`config.mk`:
```
export PLATFORM = sky130hd
export DESIGN_NAME = prog_counter
export DESIGN_NICKNAME = d
export VERILOG_FILES = /design/src/rtl/cpu_pkg.sv /design/src/rtl/prog_counter.sv
export SDC_FILE = /design/constraint.sdc
export NUM_CORES = 1
export LEC_CHECK = 0
export CAP_MARGIN = 20
export CORE_ASPECT_RATIO = 2
export CORE_MARGIN = 1
export CORE_UTILIZATION = 45
export CTS_CLUSTER_SIZE = 30
export DETAILED_ROUTE_END_ITERATION = 7
export GPL_ROUTABILITY_DRIVEN = 0
export PLACE_DENSITY = 0.83
export SYNTH_ARGS = -nofsm -noshare
export SYNTH_HDL_FRONTEND = slang
export SYNTH_SLANG_ARGS = --single-unit
```
`constraint.sdc`:
```
create_clock -name Clk -period 3.3 [get_ports Clk]
set_input_delay 0.825 -clock Clk [delete_from_list [all_inputs] [get_ports Clk]]
set_output_delay 0.825 -clock Clk [all_outputs]
set_load 0.01 [all_outputs]
```
`src/rtl/cpu_pkg.sv`:
```
// Shared types and constants for the instruction-fetch front end.
package cpu_pkg;

    typedef enum logic [1:0] {
        IDLE  = 2'd0,
        ARMED = 2'd1,
        RUN   = 2'd2,
        DONE  = 2'd3
    } pc_state_t;

    localparam int LUT_IDX_W = 4;
    localparam int LUT_TGT_W = 8;

endpackage

```
`src/rtl/prog_counter.sv`:
```
// Instruction-fetch program counter with Start/Done run handshake and a
// saturating run-cycle counter.
//
// state | meaning
// IDLE  | out of reset, waiting for Start
// ARMED | Start held high; PC and CycleCount parked at their start values
// RUN   | fetching; PC increments, branches or holds each cycle
// DONE  | halted; PC and CycleCount frozen, Done high until Start
module prog_counter
    import cpu_pkg::*;
#(
    parameter int               PC_W       = 8,
    parameter logic [PC_W-1:0]  START_ADDR = '0,
    parameter int               CNT_W      = 16
) (
    input  logic                 Clk,
    input  logic                 Reset_n,
    input  logic                 Start,
    input  logic                 Halt,
    input  logic                 Stall,
    input  logic                 BranchEn,
    input  logic                 BranchTaken,
    input  logic [LUT_IDX_W-1:0] LutIdx,
    input  logic [LUT_TGT_W-1:0] Target,
    output logic [LUT_IDX_W-1:0] LutAddr,
    output logic [PC_W-1:0]      PC,
    output logic                 InstrValid,
    output logic                 Done,
    output logic [CNT_W-1:0]     CycleCount
);

    pc_state_t        state, state_nxt;
    logic [PC_W-1:0]  pc_nxt;
    logic [CNT_W-1:0] cnt_nxt;
    logic             done_nxt;

    assign LutAddr = LutIdx;

    always_ff @(posedge Clk or negedge Reset_n) begin
        if (!Reset_n) begin
            state      <= IDLE;
            PC         <= START_ADDR;
            Done       <= 1'b0;
            CycleCount <= '0;
        end else begin
            state      <= state_nxt;
            PC         <= pc_nxt;
            Done       <= done_nxt;
            CycleCount <= cnt_nxt;
        end
    end

    always_comb begin
        state_nxt = state;
        case (state)
            IDLE:    if (Start)  state_nxt = ARMED;
            ARMED:   if (!Start) state_nxt = RUN;
            RUN: begin
                if (Start)      state_nxt = ARMED;
                else if (Halt)  state_nxt = DONE;
            end
            DONE:    if (Start)  state_nxt = ARMED;
            default: state_nxt = IDLE;
        endcase
    end

    // Halt and Stall both outrank a taken branch; a stalled branch is simply
    // presented again next cycle by the decoder.
    always_comb begin
        pc_nxt = PC;
        if (Start || state == ARMED) begin
            pc_nxt = START_ADDR;
        end else if (state == RUN && !Halt && !Stall) begin
            if (BranchEn && BranchTaken)
                pc_nxt = PC_W'(Target);
            else
                pc_nxt = PC + PC_W'(1);
        end
    end

    always_comb begin
        cnt_nxt = CycleCount;
        if (state == ARMED || state_nxt == ARMED)
            cnt_nxt = '0;
        else if (state == RUN && CycleCount != {CNT_W{1'b1}})
            cnt_nxt = CycleCount + CNT_W'(1);
    end

    always_comb begin
        done_nxt   = (state_nxt == DONE);
        InstrValid = (state == RUN) && !Stall;
    end

endmodule
```
Word-level counts from Yosys, hierarchy flattened
Cells that the tools add are included.
- flip-flop bits (word level): 27
- bits in latches: 0
- bits in writable memories: 0
- memory bits (read-only): 0
- output and inout port bits: 30
- word-level logic and storage cells: 35
- memories kept: 0
- add/subtract/negate cells: 2
- $mul: 0
- div/mod/pow operators: 0
- magnitude comparators: 0
- equal/unequal tests: 6
- shift-type cells: 0
- multiplexer cells: 10
- bitwise gates (word level): 0
- reductions and logical operators: 13
- operator list (kind ; number):
    $mux 16 ; 2
    $mux 8 ; 3
    $add 16x1->16 const B ; 1
    $ne 16x16->1 const B ; 1
    $add 8x1->8 const B ; 1
    $mux 2 ; 4
    $eq 2x2->1 const B ; 3
    $pmux 2 s3 ; 1
    $logic_and 1x1->1 ; 5
    $eq 2x1->1 const B ; 2
    $reduce_bool 2->1 ; 2
    $logic_not 1->1 ; 2
    $logic_not 2->1 ; 1
    $logic_or 1x1->1 ; 2
    $reduce_or 2->1 ; 1

Longest topological paths before layout
Gate-level depths: netlist of run 1.
- word-level depth: 6
- depth in mapped cells: 8
- depth with buffers taken out: 6

Least setup slack after synthesis of run 1
Ideal clock, no wire load.
- path kind: register -> output
- from: register state[0]
- to: output port InstrValid
- arrival time: 1.105 ns
- data required time: 2.475 ns
- path slack: 1.370 ns
- stages on the path, launching flop included: 6
- path buffers: 1
- cell sequence: dfrtp_1 inv_1 ha_1 clkbuf_1 inv_1 nor2_1
- cells in the longest elaborated chain, start to end: 2
- RTL lines (what ; RTL line ; RTL):
    from (decl) ; prog_counter.sv:32 ; pc_state_t state, state_nxt;
    from (signal assigned) ; prog_counter.sv:46 ; state <= state_nxt;
    $eq 2x2->1 ; prog_counter.sv:91 ; InstrValid = (state == RUN) && !Stall;
    $logic_and 1x1->1 ; prog_counter.sv:91 ;
    to (decl) ; prog_counter.sv:27 ; output logic InstrValid,
Every way passes these cells.

Final worst setup path of run 1
Ends and elaborated chain as after synthesis.

==> results of run 1 <==
==> area by class of cell <==
type	instances	area (µm²)	share of cell area (%)
tap	32	40.04	1.960
timing repair buffer	43	422.9	20.70
inverter	8	30.03	1.470
sequential	27	675.6	33.07
clock buffer	4	45.04	2.205
multi-input combinational	132	829.5	40.60
==> cells in the mapped netlist (all sizes together) <==
library cell and n:
or4 6, o41ai 1, a22oi 3, and3 5
nand3b 1, a31oi 4, o22a 1, nor3b 2
nor4b 1, o22ai 2, clkbuf 5, nand3 7
or3 2, o311ai 1, nor2b 2, nor3 7
and4 3, nand4 2, inv 8, dfrtp 27
nor2 12, o221ai 1, a21oi 16, nand2 12
a211o 1, a31o 1, o2bb2ai 6, o211a 1
nand2b 2, and2 3, o21ba 1, o31ai 5
nor4 2, mux2i 2, ha 4, a211oi 3
o21ai 10, buf 5
==> sequential cells by signal, indices dropped and copies added, names as in the netlist <==
register,cells
Done,1
CycleCount,16
state,2
PC,8
==> cells by family after synthesis <==
family	share of synthesized area, %
buffers and inverters	5.721
AOI/OAI and AO/OA	23.51
DFF	42.32
adders and majority gates	3.135
muxes	1.254
and+or+nand+nor	24.06
==> power by group through the flow <==
stage               logic (W)  clock network, W  registers (W)
finish               0.000321          0.000185       0.000378
global route         0.000353          0.000206       0.000381
CTS                  0.000320          0.000192       0.000377
detailed placement   0.000320                 0       0.000384
global placement     0.000314                 0       0.000383
floorplan            0.000220                 0       0.000386
==> worst reg2reg max path: stages (launching register included) <==
cell	delay, ns
dfrtp_1	0.43
inv_1	0.07
ha_1	0.36
and4_1	0.30
nand2_1	0.20
or4_2	0.65
a21oi_1	0.15
==> cells in the final DEF (no fill, tap or decap), drive strengths merged, types with 5 or more instances in the layout <==
cell type,n
or4,6
a21oi,16
o21ai,10
nand2,12
dfrtp,27
o2bb2ai,6
nor2,12
o31ai,5
clkdlybuf4s50,40
nor3,7
nand3,7
and3,5
inv,8
==> worst min-delay path by stage <==
stage	from	endpoint	slack, ns
floorplan	Reset_n	CycleCount[0]	0.53
global placement	PC[7]	PC[7]	0.51
detailed placement	PC[7]	PC[7]	0.51
CTS	PC[7]	PC[7]	0.54
global route	PC[7]	PC[7]	0.57
finish	PC[7]	PC[7]	0.54
==> through the flow <==
| stage | hold slack, ns | setup slack, ns | total power (W) | instances | util, % |
|---|---|---|---|---|---|
| 2_1_floorplan | 0.5294 | 1.370 | 0.0006060 | 177 | - |
| 3_3_place_gp | 0.5090 | 0.6134 | 0.0006976 | 242 | 59.15 |
| 3_5_place_dp | 0.5084 | 0.6038 | 0.0007038 | 242 | 59.15 |
| 4_1_cts | 0.5415 | 0.5985 | 0.0008894 | 246 | 60.48 |
| 5_1_grt | 0.5717 | 0.4381 | 0.0009407 | 246 | 60.48 |
| 6_report | 0.5376 | 0.5975 | 0.0008837 | 246 | 60.48 |
==> layer usage <==
| metal | wire, µm | vias to the layer above |
|---|---|---|
| li1 | - | 743 |
| met1 | 1364 | 735 |
| met2 | 2135 | 38 |
| met3 | 86 | 6 |
| met4 | 73 | 0 |
| met5 | 0 | - |
==> impl_metrics.csv, run 1 <==
group,metric,value,unit
detailed_routing,route.detailed.drc,2,
cells_and_area,syn_to_final_growth,27.98,%
cts,path_clk_slew,0.09,ns
cts,cts_tree,"yes",
cts,cts_setup_buffers,0,
detailed_routing,totalWireLength,3.660,mm
detailed_routing,drt-initial-drc-count,42,
yosys,syn_nets,200,
detailed_routing,via_per_inst,6.187,
grt,grt_max_degree,28,
yosys,syn_avg_cell_area,9.020,µm²
sta,setup_violations,0,
yosys,yosysTopAreaCell,"dfrtp_1",
pwr,power.internal,0.0005796,W
pwr,p_clk_share,21.0,%
floorplan,start_util,47.26,%
pwr,ir_worst_vdd,0.4184,mV
pwr,leakagePower,0.8117,nW
setup_path,path_class,"reg2out",
yosys,yosysWarnings,0,
detailed_routing,ant_nets,0,
pwr,p_sw,0.0003041,W
setup_path,crit_top_cell,"inv_1",
pwr,seqPwrFrac,42.8,%
cts,clock_sinks,27,
sta,grt_setup_unrepaired,"no",
setup_path,path_cells,"inv_1, ha_1, inv_1, nor2_1, clkdlybuf4s50_1",
cts,cts_resized,0,
min_path,min_path_type,"reg2reg",
placement,port_buffers,40,
yosys,synth_cell_types,44,
floorplan,rows,30,
detailed_routing,dr.pass1.iters,8,
sta,hold_viol_final,0,
setup_path,path_max_fanout,12,
setup_path,cp-startpoint,"state[0]",
cells_and_area,antenna_cells,0,
status,status,"complete, but fails checks",
yosys,synth-seq-area-share,42.32,%
yosys,syn_area,0.001597,mm²
yosys,syn-instance-count,177,
cts,cts_buffers,3,
grt,grt_antenna_before_repair,0,
setup_path,cp_num_buf_inv,3,
setup_path,worstPathArrival,1.88,ns
cells_and_area,drive_gt1_share,5.140,%
cells_and_area,fillCellCount,302,
status,violations,"design-rule violations",
setup_path,slowest_delay,0.53,ns
grt,grt_use_met2,38.77,%
placement,hpwl,2.746,mm
grt,grt_pass1_vias,1412,
sta,worst_pin_slew,0.7075,ns
setup_path,cp_slowest_cell,"clkdlybuf4s50_1",
setup_path,crit_end,"InstrValid",
grt,grt-ovfl-total,0,
setup_path,r2r_slack,1.08,ns
grt,grt-busiest-layer,"met2",
setup_path,worst_r2r_startpoint,"state[0]",
sta,period_minus_slack,2.702,ns
cts,cts_htree_levels,1,
cts,cts_root_buf,"clkbuf_8",
cts,insertion_delay,0.27,ns
cts,holdBufCountCts,0,
setup_path,crit_path_end_kind,"output port",
min_path,whs_path_depth,1,
setup_path,reg2regPathDepth,6,
sta,fmax,0.3700,GHz
sta,tns,0,ns
detailed_routing,vias,1522,
detailed_routing,post_drt_wl_per_cell,14.88,µm
pwr,p_comb_share,36.3,%
yosys,yosysTopAreaCellShare,42.32,%
grt,grt_usage,20.50,%
setup_path,crit_cells,5,
floorplan,die_width,44.12,µm
floorplan,ios,49,
grt,grt_pass1_wl,6.030,mm
sta,slew_headroom,52.40,%
setup_path,cp.required,2.47,ns
sta,final.period_utilization,81.89,%
sta,skew,0.005361,ns
yosys,synth.area.top_cells,"dfrtp_1 42%, a21oi_1 5.0%, o2bb2ai_1 3.3%",
setup_path,rr_endpoint,"CycleCount[7]",
yosys,ys_ff_latch,27,
cells_and_area,finalNetCount,238,
setup_path,cp-start-kind,"flip-flop",
placement,dpl_cell_area,0.001998,mm²
floorplan,die-area,0.003804,mm²
pwr,swShare,34.41,%
grt,grt.met1_usage,21.76,%
grt,grt_use_met3,1.250,%
job,cap_violations,0,
cts,cts_buffer_depth,2,
cells_and_area,final_area,0.002043,mm²
setup_path,critPathTopFamily,"buffers and inverters",
pwr,powerDensity,432.5,mW/mm²
floorplan,die_h,86.24,µm
floorplan,core,0.003378,mm²
sta,drv_slew,0,
No activity file was read; power rests on OpenSTA's default activity.
==> run 2, diff against run 1 <==
==> constraint.sdc (replaced) <==
create_clock -name Clk -period 2.6 [get_ports Clk]
set_input_delay 0.65 -clock Clk [delete_from_list [all_inputs] [get_ports Clk]]
set_output_delay 0.65 -clock Clk [all_outputs]
set_load 0.01 [all_outputs]
==> impl_metrics.csv, run 2 (synthesized netlist as in run 1, its figures left out) <==
group,metric,value,unit
grt,grt_max_degree,28,
detailed_routing,via_per_inst,6.235,
floorplan,start_util,47.26,%
sta,drv_slew,0,
setup_path,reg2regPathDepth,6,
sta,slew_headroom,43.78,%
grt,grt_antenna_before_repair,0,
detailed_routing,totalWireLength,3.666,mm
cts,cts_root_buf,"clkbuf_8",
pwr,ir_worst_vdd,0.4013,mV
cts,holdBufCountCts,0,
cells_and_area,largest_reg_flops,16,
cells_and_area,regMostFlops,"CycleCount",
min_path,whs_path_depth,1,
grt,grt_pass1_vias,1430,
sta,tns,0,ns
cts,clock_sinks,27,
setup_path,crit_path_end_kind,"output port",
detailed_routing,vias,1540,
floorplan,die_width,44.12,µm
cells_and_area,antenna_cells,0,
cells_and_area,layout_commonest_cell,"clkdlybuf4s50_1",
placement,port_buffers,40,
setup_path,worstPathArrival,1.78,ns
sta,period_minus_slack,2.432,ns
sta,skew,0.002061,ns
floorplan,ios,49,
cells_and_area,drive_gt1_share,6.047,%
sta,worst_pin_slew,0.8357,ns
cts,cts_buffers,3,
status,status,"complete, no violations",
setup_path,cp-start-kind,"flip-flop",
sta,grt_setup_unrepaired,"no",
grt,grt_pass1_wl,6.237,mm
detailed_routing,dr.pass1.iters,8,
job,cap_violations,0,
floorplan,die_h,86.24,µm
sta,fmax,0.4112,GHz
min_path,min_path_type,"reg2reg",
grt,grt_usage,21.09,%
placement,post-place-ws,0.2438,ns
sta,final.period_utilization,93.54,%
cts,insertion_delay,0.26,ns
floorplan,rows,30,
setup_path,cp.required,1.95,ns
cts,cts_tree,"yes",
cts,cts_buffer_depth,2,
cts,cts_htree_levels,1,
setup_path,path_class,"reg2out",
cells_and_area,final_cell_mix,"40 x clkdlybuf4s50_1, 27 x dfrtp_1, 16 x a21oi_1",
cells_and_area,syn_to_final_growth,28.61,%
sta,hold_viol_final,0,
cells_and_area,finalNetCount,239,
cts,cts_setup_buffers,0,
detailed_routing,route.detailed.drc,0,
cells_and_area,top_regs,"CycleCount (16), PC (8), state (2)",
grt,grt-ovfl-total,0,
detailed_routing,drt-initial-drc-count,53,
pwr,leakagePower,0.8155,nW
detailed_routing,post_drt_wl_per_cell,14.84,µm
sta,setup_ws,0.1680,ns
floorplan,die-area,0.003804,mm²
detailed_routing,ant_nets,0,
sta,setup_violations,0,
floorplan,core,0.003378,mm²
pwr,powerDensity,546.2,mW/mm²
placement,hpwl,2.768,mm
setup_path,path_max_fanout,12,
cts,path_clk_slew,0.09,ns
==> run 2: changes by cell type in the layout (fill, tap and decap cells not counted), sizes merged <==
| cell | change |
|---|---|
| buf | +1 |
==> run 2: metal layers <==
metal,up-vias,share of wire [%],global-route usage (%),wire length (µm)
li1,739,-,-,-
met1,756,39,23.55,1418
met2,41,58,38.90,2113
met3,4,2.3,1.458,84
met4,0,1.3,9.091,48
met5,-,0,0,0
==> run 2: through the flow <==
step | utilization (%) | hold slack, ns | area [µm²] | cells | total power (W)
finish | 60.78 | 0.5313 | 2053 | 247 | 0.001121
global route | 60.78 | 0.5585 | 2053 | 247 | 0.001202
CTS | 60.70 | 0.5319 | 2051 | 247 | 0.001130
detailed placement | 59.37 | 0.5031 | 2006 | 243 | 0.0008938
global placement | 59.37 | 0.5045 | 2006 | 243 | 0.0008873
floorplan | - | 0.3544 | 1597 | 177 | 0.0007691
==> run 2: area by class of cell <==
cell class                 count  area, µm²
inverter                       8      30.03
tap                           32      40.04
fill                         301       1325
timing repair buffer          44      430.4
sequential                    27      675.6
multi-input combinational    132      832.0
clock buffer                   4      45.04
==> run 2: path summary, 6_finish.rpt <==
| path | startpoint | endpoint | slack, ns |
|---|---|---|---|
| setup / recovery | state[0] | InstrValid | 0.17 |
| min in group asynchronous | Reset_n | CycleCount[10] | 0.75 |
| setup reg to reg | state[0] | CycleCount[7] | 0.47 |
| hold reg to reg | PC[7] | PC[7] | 0.53 |
| max in group asynchronous | Reset_n | CycleCount[13] | 1.59 |
| hold / removal | PC[7] | PC[7] | 0.53 |
==> run 2: worst max-delay path, cell delays in order (launching register included) <==
cell             delay, ns
dfrtp_1               0.43
inv_1                 0.08
ha_2                  0.28
inv_1                 0.09
nor2_1                0.11
clkdlybuf4s50_1       0.54
==> run 2: report_power, final <==
| part | internal, W | switching, W |
|---|---|---|
| logic | 0.000179 | 0.000231 |
| clock network | 0.000109 | 0.000122 |
| registers | 0.000451 | 0.0000287 |
| total | 0.000740 | 0.000382 |
==> run 2: what timing repair did <==
action / in CTS / in global routing
gates resized for setup: 0 / 1
setup endpoints to repair: 0 / 1
endpoints found under the hold margin: 0 / 0
==> run 3, diff against run 2 <==
--- a/config.mk
+++ b/config.mk
@@ -6,13 +6,15 @@
 export NUM_CORES = 1
 export LEC_CHECK = 0
 export CAP_MARGIN = 20
+export CELL_PAD_IN_SITES_DETAIL_PLACEMENT = 1
+export CELL_PAD_IN_SITES_GLOBAL_PLACEMENT = 1
 export CORE_ASPECT_RATIO = 2
 export CORE_MARGIN = 1
-export CORE_UTILIZATION = 45
+export CORE_UTILIZATION = 34
 export CTS_CLUSTER_SIZE = 30
 export DETAILED_ROUTE_END_ITERATION = 7
 export GPL_ROUTABILITY_DRIVEN = 0
-export PLACE_DENSITY = 0.83
+export PLACE_DENSITY = 0.85
 export SYNTH_ARGS = -nofsm -noshare
 export SYNTH_HDL_FRONTEND = slang
 export SYNTH_SLANG_ARGS = --single-unit
==> impl_metrics.csv, run 3 (synthesized netlist as in run 1, its figures left out) <==
group,metric,value,unit
sta,final.period_utilization,93.56,%
status,status,"complete, no violations",
cells_and_area,layout_commonest_cell,"clkdlybuf4s50_1",
detailed_routing,drt-initial-drc-count,18,
cells_and_area,drive_gt1_share,7.373,%
floorplan,core,0.004424,mm²
cells_and_area,finalNetCount,241,
setup_path,path_max_fanout,7,
cells_and_area,largest_reg_flops,16,
setup_path,path_class,"reg2out",
pwr,p_comb_share,36.9,%
sta,drv_slew,0,
cells_and_area,antenna_cells,0,
pwr,ir_worst_vdd,0.5239,mV
min_path,min_to,"PC[7]",
grt,grt_max_degree,28,
setup_path,slowest_delay,0.54,ns
cells_and_area,fin_util,47.40,%
detailed_routing,vias,1565,
pwr,seqPwrFrac,41.5,%
setup_path,cp_slowest_cell,"clkdlybuf4s50_1",
setup_path,cp-start-kind,"flip-flop",
placement,hpwl,3.230,mm
detailed_routing,ant_nets,0,
detailed_routing,dr.pass1.iters,4,
sta,worst_pin_slew,0.7791,ns
sta,setup_ws,0.1675,ns
cts,insertion_delay,0.28,ns
cts,cts_htree_levels,1,
setup_path,reg2regPathDepth,6,
detailed_routing,via_per_inst,5.775,
min_path,min_path_type,"reg2reg",
min_path,hp-start,"PC[7]",
floorplan,ios,49,
setup_path,path_cells,"inv_1, ha_2, inv_1, nor2_1, clkdlybuf4s50_1",
setup_path,crit_path_end_kind,"output port",
cts,cts_buffer_depth,2,
job,cap_violations,0,
placement,port_buffers,40,
placement,post-place-ws,0.2338,ns
floorplan,start_util,36.09,%
cts,cts_buffers,3,
cts,cts_setup_buffers,0,
setup_path,crit_top_cell,"inv_1",
cells_and_area,final_cell_mix,"40 x clkdlybuf4s50_1, 27 x dfrtp_1, 16 x a21oi_1",
floorplan,die_h,98.91,µm
pwr,p_sw,0.0004197,W
sta,tns,0,ns
sta,slew_headroom,47.58,%
cts,cts_root_buf,"clkbuf_8",
setup_path,rr_endpoint,"CycleCount[7]",
setup_path,worst_r2r_startpoint,"state[0]",
grt,grt_antenna_before_repair,0,
detailed_routing,totalWireLength,4.240,mm
cells_and_area,syn_to_final_growth,31.35,%
detailed_routing,post_drt_wl_per_cell,15.65,µm
pwr,swShare,36.04,%
floorplan,die-area,0.004991,mm²
pwr,power.internal,0.0007449,W
grt,grt-ovfl-total,0,
cts,cts_tree,"yes",
cells_and_area,regMostFlops,"CycleCount",
setup_path,r2r_slack,0.51,ns
grt,grt_pass1_wl,7.445,mm
min_path,whs_path_depth,1,
sta,grt_setup_unrepaired,"no",
floorplan,die_width,50.46,µm
pwr,leakagePower,0.8289,nW
cts,clock_sinks,27,
sta,period_minus_slack,2.432,ns
sta,setup_violations,0,
grt,grt_pass1_vias,1635,
pwr,p_clk_share,21.6,%
sta,skew,0.006389,ns
cts,path_clk_slew,0.10,ns
grt,grt_usage,18.95,%
pwr,powerDensity,555.4,mW/mm²
floorplan,rows,34,
cells_and_area,top_regs,"CycleCount (16), PC (8), state (2)",
detailed_routing,route.detailed.drc,0,
setup_path,cp.required,1.95,ns
sta,hold_viol_final,0,
setup_path,worstPathArrival,1.78,ns
sta,fmax,0.4111,GHz
[run 3: changes by cell type in the layout (fill, tap and decap cells not counted), sizes merged]
cell,before,now
clkbuf,4,3
clkinv,0,1
buf,4,6
[run 3: per-layer routing]
| layer | GRT usage, % | vias up | routed length (µm) |
|---|---|---|---|
| li1 | - | 748 | - |
| met1 | 20.62 | 781 | 1625 |
| met2 | 36.41 | 31 | 2432 |
| met3 | 1.698 | 5 | 116 |
| met4 | 6.410 | 0 | 66 |
| met5 | 0 | - | 0 |
[run 3: repair_timing]
item / 4_1_cts / 5_1_grt
hold buffers: 0 / 0
gates resized for setup: 0 / 1
endpoints found under the setup margin: 0 / 1
[run 3: cell type report]
cell class / instances / area, µm²
Clock buffer: 3 / 41.29
Clock inverter: 1 / 5.005
Inverter: 8 / 30.03
Multi-Input combinational cell: 132 / 832.0
Timing Repair Buffer: 46 / 445.4
Tap cell: 54 / 67.56
Fill cell: 542 / 2327
Sequential cell: 27 / 675.6
[run 3: how the worst max path moves through the flow]
stage             startpoint              to  slack [ns]
5_1_grt             state[0]      InstrValid        0.07
3_5_place_dp           Stall      InstrValid        0.23
6_report            state[0]      InstrValid        0.17
3_3_place_gp           Stall      InstrValid        0.26
2_1_floorplan  CycleCount[7]  CycleCount[13]        0.77
4_1_cts             state[0]      InstrValid        0.08
[run 3: power groups by stage]
stage	registers (W)	clock network [W]	logic (W)
2_1_floorplan	0.000490	0	0.000279
5_1_grt	0.000490	0.000271	0.000486
6_report	0.000483	0.000251	0.000430
4_1_cts	0.000483	0.000255	0.000433
3_3_place_gp	0.000491	0	0.000415
3_5_place_dp	0.000491	0	0.000431
[run 3: worst max-delay path: cells and delay by family, from the launching register on]
kind | cells | cell delay [ns]
and+or+nand+nor | 1 | 0.10
buffers and inverters | 3 | 0.71
adders and majority gates | 1 | 0.24
DFF | 1 | 0.45
[run 3: stage by stage]
step                      hold slack, ns  instance area, µm²   power, W  std cells
after floorplan                   0.3544                1597  0.0007691        177
after global placement            0.5097                2048  0.0009054        267
after detailed placement          0.5173                2048  0.0009228        267
after CTS                         0.5438                2095   0.001171        271
after global routing              0.5702                2097   0.001246        271
final                             0.5475                2097   0.001165        271
